--- src/rtl/tbus_pkg.sv ---
// Shared trinity-bus definitions: operation codes, arbiter FSM states and
// transaction owner.
package tbus_pkg;

  localparam logic [1:0] TBUS_READ  = 2'b01;
  localparam logic [1:0] TBUS_WRITE = 2'b10;

  typedef enum logic [1:0] {
    StIdle  = 2'b00,
    StReq   = 2'b01,
    StWait  = 2'b10,
    StDrain = 2'b11
  } arb_state_e;

  // Owner value doubles as the requester index into rr_arb2.
  typedef enum logic {
    OWNER_LD = 1'b0,
    OWNER_ST = 1'b1
  } owner_e;

endpackage

--- src/rtl/rr_arb2.sv ---
// Two-input round-robin arbiter. On contention the requester not granted last
// time wins; the last-grant record is updated on every enabled grant.
module rr_arb2 (
  input  logic       clk_i,
  input  logic       rst_ni,
  input  logic       en_i,
  input  logic [1:0] req_i,
  output logic [1:0] gnt_o
);

  // Resets to requester 1 so the first contended grant goes to requester 0.
  logic last_q, last_d;

  always_comb begin
    gnt_o    = 2'b00;
    last_d   = last_q;
    if (en_i) begin
      gnt_o[0] = req_i[0] & (~req_i[1] | last_q);
      gnt_o[1] = req_i[1] & (~req_i[0] | ~last_q);
      if (|gnt_o) begin
        last_d = gnt_o[1];
      end
    end
  end

  always_ff @(posedge clk_i or negedge rst_ni) begin
    if (!rst_ni) begin
      last_q <= 1'b1;
    end else begin
      last_q <= last_d;
    end
  end

endmodule

--- src/rtl/dcache_arb.sv ---
// Serializes load reads and committed-store writes onto one dcache tbus port,
// one transaction at a time, and discards completions of flushed loads.
module dcache_arb
  import tbus_pkg::*;
#(
  parameter int unsigned ADDR_W = 64,
  parameter int unsigned DATA_W = 64
) (
  input  logic              clock,
  input  logic              reset_n,
  input  logic              ld_index_valid,
  output logic              ld_index_ready,
  input  logic [ADDR_W-1:0] ld_index,
  output logic [DATA_W-1:0] ld_read_data,
  output logic              ld_operation_done,
  input  logic              ld_flush_valid,
  input  logic              st_index_valid,
  output logic              st_index_ready,
  input  logic [ADDR_W-1:0] st_index,
  input  logic [DATA_W-1:0] st_write_data,
  input  logic [DATA_W-1:0] st_write_mask,
  output logic              st_operation_done,
  output logic              dc_index_valid,
  input  logic              dc_index_ready,
  output logic [ADDR_W-1:0] dc_index,
  output logic [DATA_W-1:0] dc_write_data,
  output logic [DATA_W-1:0] dc_write_mask,
  output logic [1:0]        dc_operation_type,
  input  logic [DATA_W-1:0] dc_read_data,
  input  logic              dc_operation_done
);

  arb_state_e        state_q, state_d;
  owner_e            owner_q, owner_d;
  logic [ADDR_W-1:0] index_q, index_d;
  logic [DATA_W-1:0] wdata_q, wdata_d;
  logic [DATA_W-1:0] wmask_q, wmask_d;
  logic [1:0]        optype_q, optype_d;

  logic [1:0] req;
  logic [1:0] gnt;
  logic       is_idle;
  logic       ld_kill;

  assign is_idle = (state_q == StIdle);

  // A flushing load is not offered to the arbiter, so any grant is a fire.
  assign req = {st_index_valid, ld_index_valid & ~ld_flush_valid};

  rr_arb2 u_rr_arb2 (
    .clk_i  (clock),
    .rst_ni (reset_n),
    .en_i   (is_idle),
    .req_i  (req),
    .gnt_o  (gnt)
  );

  assign ld_index_ready = is_idle & gnt[0] & ~ld_flush_valid;
  assign st_index_ready = is_idle & gnt[1];

  assign ld_kill = ld_flush_valid & (owner_q == OWNER_LD);

  always_comb begin
    state_d  = state_q;
    owner_d  = owner_q;
    index_d  = index_q;
    wdata_d  = wdata_q;
    wmask_d  = wmask_q;
    optype_d = optype_q;
    unique case (state_q)
      StIdle: begin
        if (gnt[0]) begin
          state_d  = StReq;
          owner_d  = OWNER_LD;
          index_d  = ld_index;
          wdata_d  = '0;
          wmask_d  = '0;
          optype_d = TBUS_READ;
        end else if (gnt[1]) begin
          state_d  = StReq;
          owner_d  = OWNER_ST;
          index_d  = st_index;
          wdata_d  = st_write_data;
          wmask_d  = st_write_mask;
          optype_d = TBUS_WRITE;
        end
      end
      StReq: begin
        if (dc_index_ready) begin
          state_d = ld_kill ? StDrain : StWait;
        end else if (ld_kill) begin
          state_d = StIdle;
        end
      end
      StWait: begin
        if (dc_operation_done) begin
          state_d = StIdle;
        end else if (ld_kill) begin
          state_d = StDrain;
        end
      end
      StDrain: begin
        if (dc_operation_done) begin
          state_d = StIdle;
        end
      end
      default: state_d = StIdle;
    endcase
  end

  always_ff @(posedge clock or negedge reset_n) begin
    if (!reset_n) begin
      state_q  <= StIdle;
      owner_q  <= OWNER_LD;
      index_q  <= '0;
      wdata_q  <= '0;
      wmask_q  <= '0;
      optype_q <= 2'b00;
    end else begin
      state_q  <= state_d;
      owner_q  <= owner_d;
      index_q  <= index_d;
      wdata_q  <= wdata_d;
      wmask_q  <= wmask_d;
      optype_q <= optype_d;
    end
  end

  assign dc_index_valid    = (state_q == StReq);
  assign dc_index          = index_q;
  // Load requests register zero data/mask, so no owner gating is needed here.
  assign dc_write_data     = wdata_q;
  assign dc_write_mask     = wmask_q;
  assign dc_operation_type = optype_q;

  assign ld_read_data      = dc_read_data;
  assign ld_operation_done = dc_operation_done & (state_q == StWait) &
                             (owner_q == OWNER_LD) & ~ld_flush_valid;
  assign st_operation_done = dc_operation_done & (state_q == StWait) &
                             (owner_q == OWNER_ST);

endmodule

--- config.mk ---
export PLATFORM = sky130hd
export DESIGN_NAME = dcache_arb
export DESIGN_NICKNAME = d
export VERILOG_FILES = /design/src/rtl/tbus_pkg.sv /design/src/rtl/rr_arb2.sv /design/src/rtl/dcache_arb.sv
export SDC_FILE = /design/constraint.sdc
export NUM_CORES = 1
export LEC_CHECK = 0
export ABC_CLOCK_PERIOD_IN_PS = 5800
export CAP_MARGIN = 10
export CORE_AREA = 4 4 229 231
export CTS_CLUSTER_DIAMETER = 40
export DETAILED_ROUTE_END_ITERATION = 8
export DIE_AREA = 0 0 233 235
export PLACE_DENSITY = 0.48
export SYNTH_ARGS = -nofsm -noshare
export SYNTH_HDL_FRONTEND = slang
export SYNTH_HIERARCHICAL = 1
export SYNTH_SLANG_ARGS = --single-unit
--- constraint.sdc ---
create_clock -name clock -period 5.8 [get_ports clock]
set_input_delay 1.16 -clock clock [delete_from_list [all_inputs] [get_ports clock]]
set_output_delay 1.16 -clock clock [all_outputs]
set_load 0.02 [all_outputs]
==> metrics.txt, run 1 <==
layout net count=1331; area leader, netlist=dfrtp_1; Clk pin slew, worst setup/hold paths=0.07 ns; Port Buf Inserts=461; Yosys cell types=31; die width=233 µm; Met1 Wirelength=12.4 mm; crit path launch type=flop; slowest cell on the critical path=clkdlybuf4s50_1; initial antenna violation count=0; Syn Area/Cell=13.0 µm²; Top FF cell, synth=dfrtp_1; slew of the pin with the lowest slew margin=1.21 ns; Top delay family on crit path=buffers and inverters; Synth Instances=637; worst skew pair latency=0.48 ns; buffer depth of the longest clock path=2; antenna viol nets, final=0; DR iter-0 viols=285; GRT Overall Usage=11.1%; via count=6789; Syn. warnings=6; grt ovf=0; Die Area=54800 µm²; Final setup viols=0; sequential area share after synthesis=59.5%; Period minus WS final=4.54 ns; met3 wire length=3.33 mm; outcome=complete, no violations; crit end category=output pin; DP Area=13000 µm²; first-pass GRT wire length=46.2 mm; CP Cell Sequence=or2_1 > buf_4 > inv_4 > nand2_1 > a21oi_1 > and2_1 > clkdlybuf4s50_1; fin crit share=78.4%; routability cong.=0.711; CP required=4.64 ns; post-route cell area=13600 µm²; Via density=4.02; Residual DRC=0; HP Class=flop to flop; synth top area cells=dfrtp_1 (59%), a22o_1 (14%), buf_4 (6.0%); Rel. slew slack=19.1%; CTS tree=built; Die Ht=235 µm; Post-Syn Nets=964; Crit path largest cell delay=0.68 ns; dpl cells=1657; worst vdd ir=0.000244 V; Final Max Tran Viols=0; Rows=82; vias in the first global route=7228; core area=50100 µm²; WL per Instance=18.2 µm; Post-synth EDFFs=0; Initial Util=16.5%; Leak=5.71 nW; Async SR Flop Fraction=100%; Hold Buf Count CTS=0; met2 WL=14.5 mm; num ports=590; CP Buf/Inv Count=3; router iterations before antenna repair=4; post-synth top area share=59.2%; Layout fillers=5291; Max Used Layer=met4; largest net degree at the start of global routing=109; #FFs+latches synth=197; MaxCap Viol Count=0; mapped cell area=8280 µm²; Layout Cells excl Fill=1690; Post-DP HPWL=21.8 mm; Power Dens Cells=510 nW/µm²; H-tree levels=4; RSZ-0062 raised after global routing=no; Power, Total=6.93 mW; Root Buffer=clkbuf_16; Post-CTS Resized=0; Num CTS Buffers=17; Setup Crit Path Kind=flop to output pin; area delta synth->final=64.0%; setup TNS=0 ns; Fin Clk Skew=0.0203 ns; Worst Path Max Fanout=40; post-CTS setup buffer count=0; layout cells sized above 1=4.62%; Routed WL=30.8 mm; final hold vios=0; Peak Freq=0.220 GHz; Sink Count=197; Worst Path Arrival=3.38 ns
==> cell usage in the layout, fill, tap and decap left out, types with 2 or more instances in the layout <==
master,Yosys,routed
clkdlybuf4s50_1,0,460
o21bai_1,2,2
o21ai_1,4,4
a221o_1,33,33
dfrtp_1,196,196
inv_6,0,4
bufinv_16,0,2
o21ai_0,60,60
a22o_1,128,128
nand2_1,4,4
mux2i_1,33,33
clkinvlp_4,0,3
and3_1,33,33
nor2b_1,3,3
inv_1,3,3
clkinv_4,0,2
buf_12,0,2
clkinv_2,0,2
clkbuf_16,0,17
inv_8,0,2
buf_4,66,5
nor2_1,3,2
==> registers in the layout (all words and copies together), names as in the netlist <==
signal and flops:
dc_index 64, owner_q 1, dc_write_data 64, u_rr_arb2/last_q 1
dc_operation_type 1, state_q 2, dc_write_mask 64
==> final timing paths <==
kind | startpoint | end | slack [ns] | cells after the start
max in group asynchronous | reset_n | dc_index[25]$_DFFE_PN0P_ | 3.97 | 2
worst min-delay path | dc_write_mask[50]$_DFFE_PN0P_ | dc_write_mask[50]$_DFFE_PN0P_ | 0.50 | 1
worst min register to register | dc_write_mask[50]$_DFFE_PN0P_ | dc_write_mask[50]$_DFFE_PN0P_ | 0.50 | 1
min in group asynchronous | reset_n | dc_write_data[12]$_DFFE_PN0P_ | 0.74 | 1
worst max register to register | state_q[1]$_DFFE_PN0P_ | dc_index[12]$_DFFE_PN0P_ | 1.99 | 9
worst max-delay path | state_q[1]$_DFFE_PN0P_ | st_index_ready | 1.26 | 7
==> report_power, final <==
part | total, mW | internal [mW] | switching (mW) | leakage, nW
logic | 3.38 | 1.66 | 1.72 | 2.92
registers | 2.30 | 1.96 | 0.338 | 2.50
clock network | 1.24 | 0.645 | 0.594 | 0.284
total | 6.93 | 4.27 | 2.65 | 5.71
==> per-layer routing <==
| metal | vias to the layer above | track usage [%] |
|---|---|---|
| met3 | 38 | 5.54 |
| met1 | 3330 | 13.1 |
| met4 | 0 | 3.68 |
| li1 | 3062 | - |
| met2 | 359 | 17.5 |
| met5 | - | 0 |
==> area by class of cell <==
class,count,area [µm²],area share [%]
sequential,197,4930,36.3
inverter,4,17.5,0.129
timing repair buffer,469,4710,34.7
multi-input combinational,315,2480,18.3
clock buffer,17,425,3.13
clock inverter,15,168,1.23
tap,672,841,6.19
antenna,1,2.50,0.0184
==> stage by stage <==
stage	hold slack (ns)	util, %	worst slack [ns]
floorplan	0.510	-	1.98
global placement	0.481	25.9	1.48
detailed placement	0.481	25.9	1.46
CTS	0.505	27.1	1.15
global route	0.510	27.1	0.953
finish	0.498	27.1	1.26
==> synthesized netlist by cell type (all sizes together), types with 2 or more instances <==
library cell,n
mux2i,33
a22o,128
inv,4
dfrtp,196
o21bai,2
and3,33
buf,102
a221o,33
nand2,4
a21oi,2
o21ai,65
nor2,3
clkbuf,19
nor2b,3
==> kinds of logic after synthesis <==
group                  Yosys count  synth area share (%)
flip-flops                     197                  59.5
buffers and inverters          125                  10.8
AND/OR/NAND/NOR                 49                  3.57
AO/OA/AOI/OAI                  233                  22.1
multiplexers                    33                  3.99
(Power assumes the default switching activity.)
==> inputs of run 2 (changes only) <==
Settings changed: ABC_CLOCK_PERIOD_IN_PS 5800 to 4420, CORE_AREA 4 4 229 231 to 4 4 225 227, DIE_AREA 0 0 233 235 to 0 0 229 231, PLACE_DENSITY 0.48 to 0.49.
Clock period 5.8 ns to 4.42 ns, I/O delays scaled along.
==> run 2 against run 1 <==
- sequential power increased by 33%
- sequential share of layout area increased by 0.14 points
- clock skew increased by 0.00071 ns
- combinational power increased by 32%
- clock power increased by 23%
- worst setup slack got worse by 0.62 ns
- worst hold slack got worse by 0.040 ns
- critical path depth decreased by 1
- via count increased by 0.22%
- register-to-register slack got worse by 0.63 ns
- non-clock buffer count increased by 1
- wire length increased by 4.9%
==> metrics.txt, run 2 (same netlist as run 1, synthesis figures left out) <==
outcome=complete, no violations (unchanged); CP Cell Sequence=or2_1 > inv_4 > nand2_1 > a21oi_1 > and2_1 > clkdlybuf4s50_1 (was or2_1 > buf_4 > inv_4 > nand2_1 > a21oi_1 > and2_1 > clkdlybuf4s50_1); router iterations before antenna repair=4 (unchanged); via count=6804 (was 6789); Fin Clk Skew=0.0210 ns (was 0.0203 ns); Reg2Reg Depth=8 (was 9); CTS tree=built (unchanged); post-CTS setup buffer count=0 (unchanged); most frequent cells in the layout=clkdlybuf4s50_1 (460), dfrtp_1 (196), a22o_1 (128) (unchanged); MaxCap Viol Count=0 (unchanged); Final Max Tran Viols=0 (unchanged); area delta synth->final=63.4% (was 64.0%); Clk pin slew, worst setup/hold paths=0.07 ns (about the same); Peak Freq=0.264 GHz; Hold Buf Count CTS=0 (unchanged); Sink Count=197 (unchanged); RR Endpoint=dc_index[13]$_DFFE_PN0P_ (was dc_index[12]$_DFFE_PN0P_); Post-DP HPWL=23.3 mm (was 21.8 mm); Die Ht=231 µm (was 235 µm); Initial Util=17.0% (was 16.5%); Num CTS Buffers=17 (unchanged); Power Dens Cells=667 nW/µm² (was 510 nW/µm²); setup TNS=0 ns (unchanged); layout net count=1332 (was 1331); Routed WL=32.4 mm (was 30.8 mm); largest net degree at the start of global routing=101 (was 109); CP Buf/Inv Count=2 (was 3); R2R Setup Slk=1.36 ns (was 1.99 ns); Min Hold Slack=0.458 ns (was 0.498 ns); Power, Total=9.02 mW (was 6.93 mW); FF-to-FF Start=state_q[1]$_DFFE_PN0P_ (unchanged); worst vdd ir=0.000344 V (was 0.000244 V); routability cong.=0.730 (was 0.711); Die Area=52900 µm² (was 54800 µm²); fin crit share=85.7%; Layout fillers=5101 (was 5291); first-pass GRT wire length=48.1 mm (was 46.2 mm); Period minus WS final=3.79 ns; RSZ-0062 raised after global routing=no (unchanged); Leak=5.71 nW (about the same); grt ovf=0 (unchanged); buffer depth of the longest clock path=2 (unchanged); Crit path largest cell delay=0.65 ns (was 0.68 ns); most common cell after layout, fill and taps aside=clkdlybuf4s50_1 (unchanged); Reg area=4930 µm² (unchanged); CP required=3.54 ns (was 4.64 ns); crit end category=output pin (unchanged); Setup crit end=st_index_ready (unchanged); Via density=4.15 (was 4.02); WL per Instance=19.7 µm (was 18.2 µm); Top delay family on crit path=buffers and inverters (unchanged); slowest cell on the critical path=clkdlybuf4s50_1 (unchanged); Final setup viols=0 (unchanged); Root Buffer=clkbuf_16 (unchanged); Worst Path Max Fanout=21 (was 40); vias in the first global route=7369 (was 7228); num ports=590 (unchanged); DR iter-0 viols=314 (was 285); Crit path depth=6 (was 7); Port Buf Inserts=461 (unchanged); slew of the pin with the lowest slew margin=1.11 ns (was 1.21 ns); Residual DRC=0 (unchanged); layout cells sized above 1=4.62% (about the same); worst skew pair latency=0.49 ns (was 0.48 ns); Rows=81 (was 82); CP Launch Point=state_q[1]$_DFFE_PN0P_ (unchanged); GRT Overall Usage=12.1% (was 11.1%); initial antenna violation count=2 (was 0); core area=48600 µm² (was 50100 µm²); crit path launch type=flop (unchanged); Setup Crit Path Kind=flop to output pin (unchanged); final hold vios=0 (unchanged); Post-CTS Resized=0 (unchanged); # diodes=0 (was 1); H-tree levels=4 (unchanged); Rel. slew slack=26.0% (was 19.1%); antenna viol nets, final=0 (unchanged); area of the multi-input gates=2480 µm² (unchanged); die width=229 µm (was 233 µm); HP Class=primary input to asynchronous set/reset pin (was flop to flop); Worst Path Arrival=2.90 ns (was 3.38 ns)
## run 2: power breakdown
group          leakage (nW)  switching [mW]  internal (mW)  total (mW)
Sequential             2.50           0.477           2.58        3.06
Clock                 0.265           0.738          0.780        1.52
Combinational          2.94            2.25           2.20        4.45
Total                  5.71            3.47           5.55        9.02
## run 2: how the worst min path moves through the flow
stage | end | slack, ns | cells past startpoint
final | dc_write_mask[60]$_DFFE_PN0P_ | 0.46 | 1
after global routing | dc_write_mask[60]$_DFFE_PN0P_ | 0.49 | 1
after floorplan | state_q[0]$_DFFE_PN0P_ | 0.51 | 1
after CTS | dc_write_data[2]$_DFFE_PN0P_ | 0.44 | 1
after detailed placement | dc_write_data[16]$_DFFE_PN0P_ | 0.48 | 1
after global placement | dc_write_mask[7]$_DFFE_PN0P_ | 0.48 | 1
## run 2: stage by stage
step / cell area, µm² / util, % / worst slack [ns] / instances
detailed placement: 13000 / 26.7 / 0.627 / 1608
global placement: 13000 / 26.7 / 0.654 / 1608
finish: 13500 / 27.8 / 0.634 / 1640
global route: 13500 / 27.8 / 0.381 / 1640
floorplan: 8280 / - / 1.10 / 637
CTS: 13500 / 27.8 / 0.520 / 1640
## run 2: metal layers
| layer | wire [µm] | share of wire, % | global-route usage, % | vias to the layer above |
|---|---|---|---|---|
| met3 | 2790 | 8.6 | 4.96 | 37 |
| met5 | 13 | 0.040 | 0 | - |
| li1 | - | - | - | 3059 |
| met2 | 15400 | 48 | 19.3 | 361 |
| met4 | 772 | 2.4 | 4.83 | 2 |
| met1 | 13300 | 41 | 14.5 | 3345 |
## run 2: final cells by class
class | count | area share, %
flip-flops and latches | 197 | 36.5
repair buffers | 470 | 35.2
multi-input cells | 315 | 18.4
well taps | 622 | 5.75
clock buffers | 22 | 3.58
clock inverters | 10 | 0.527
inverters | 4 | 0.129
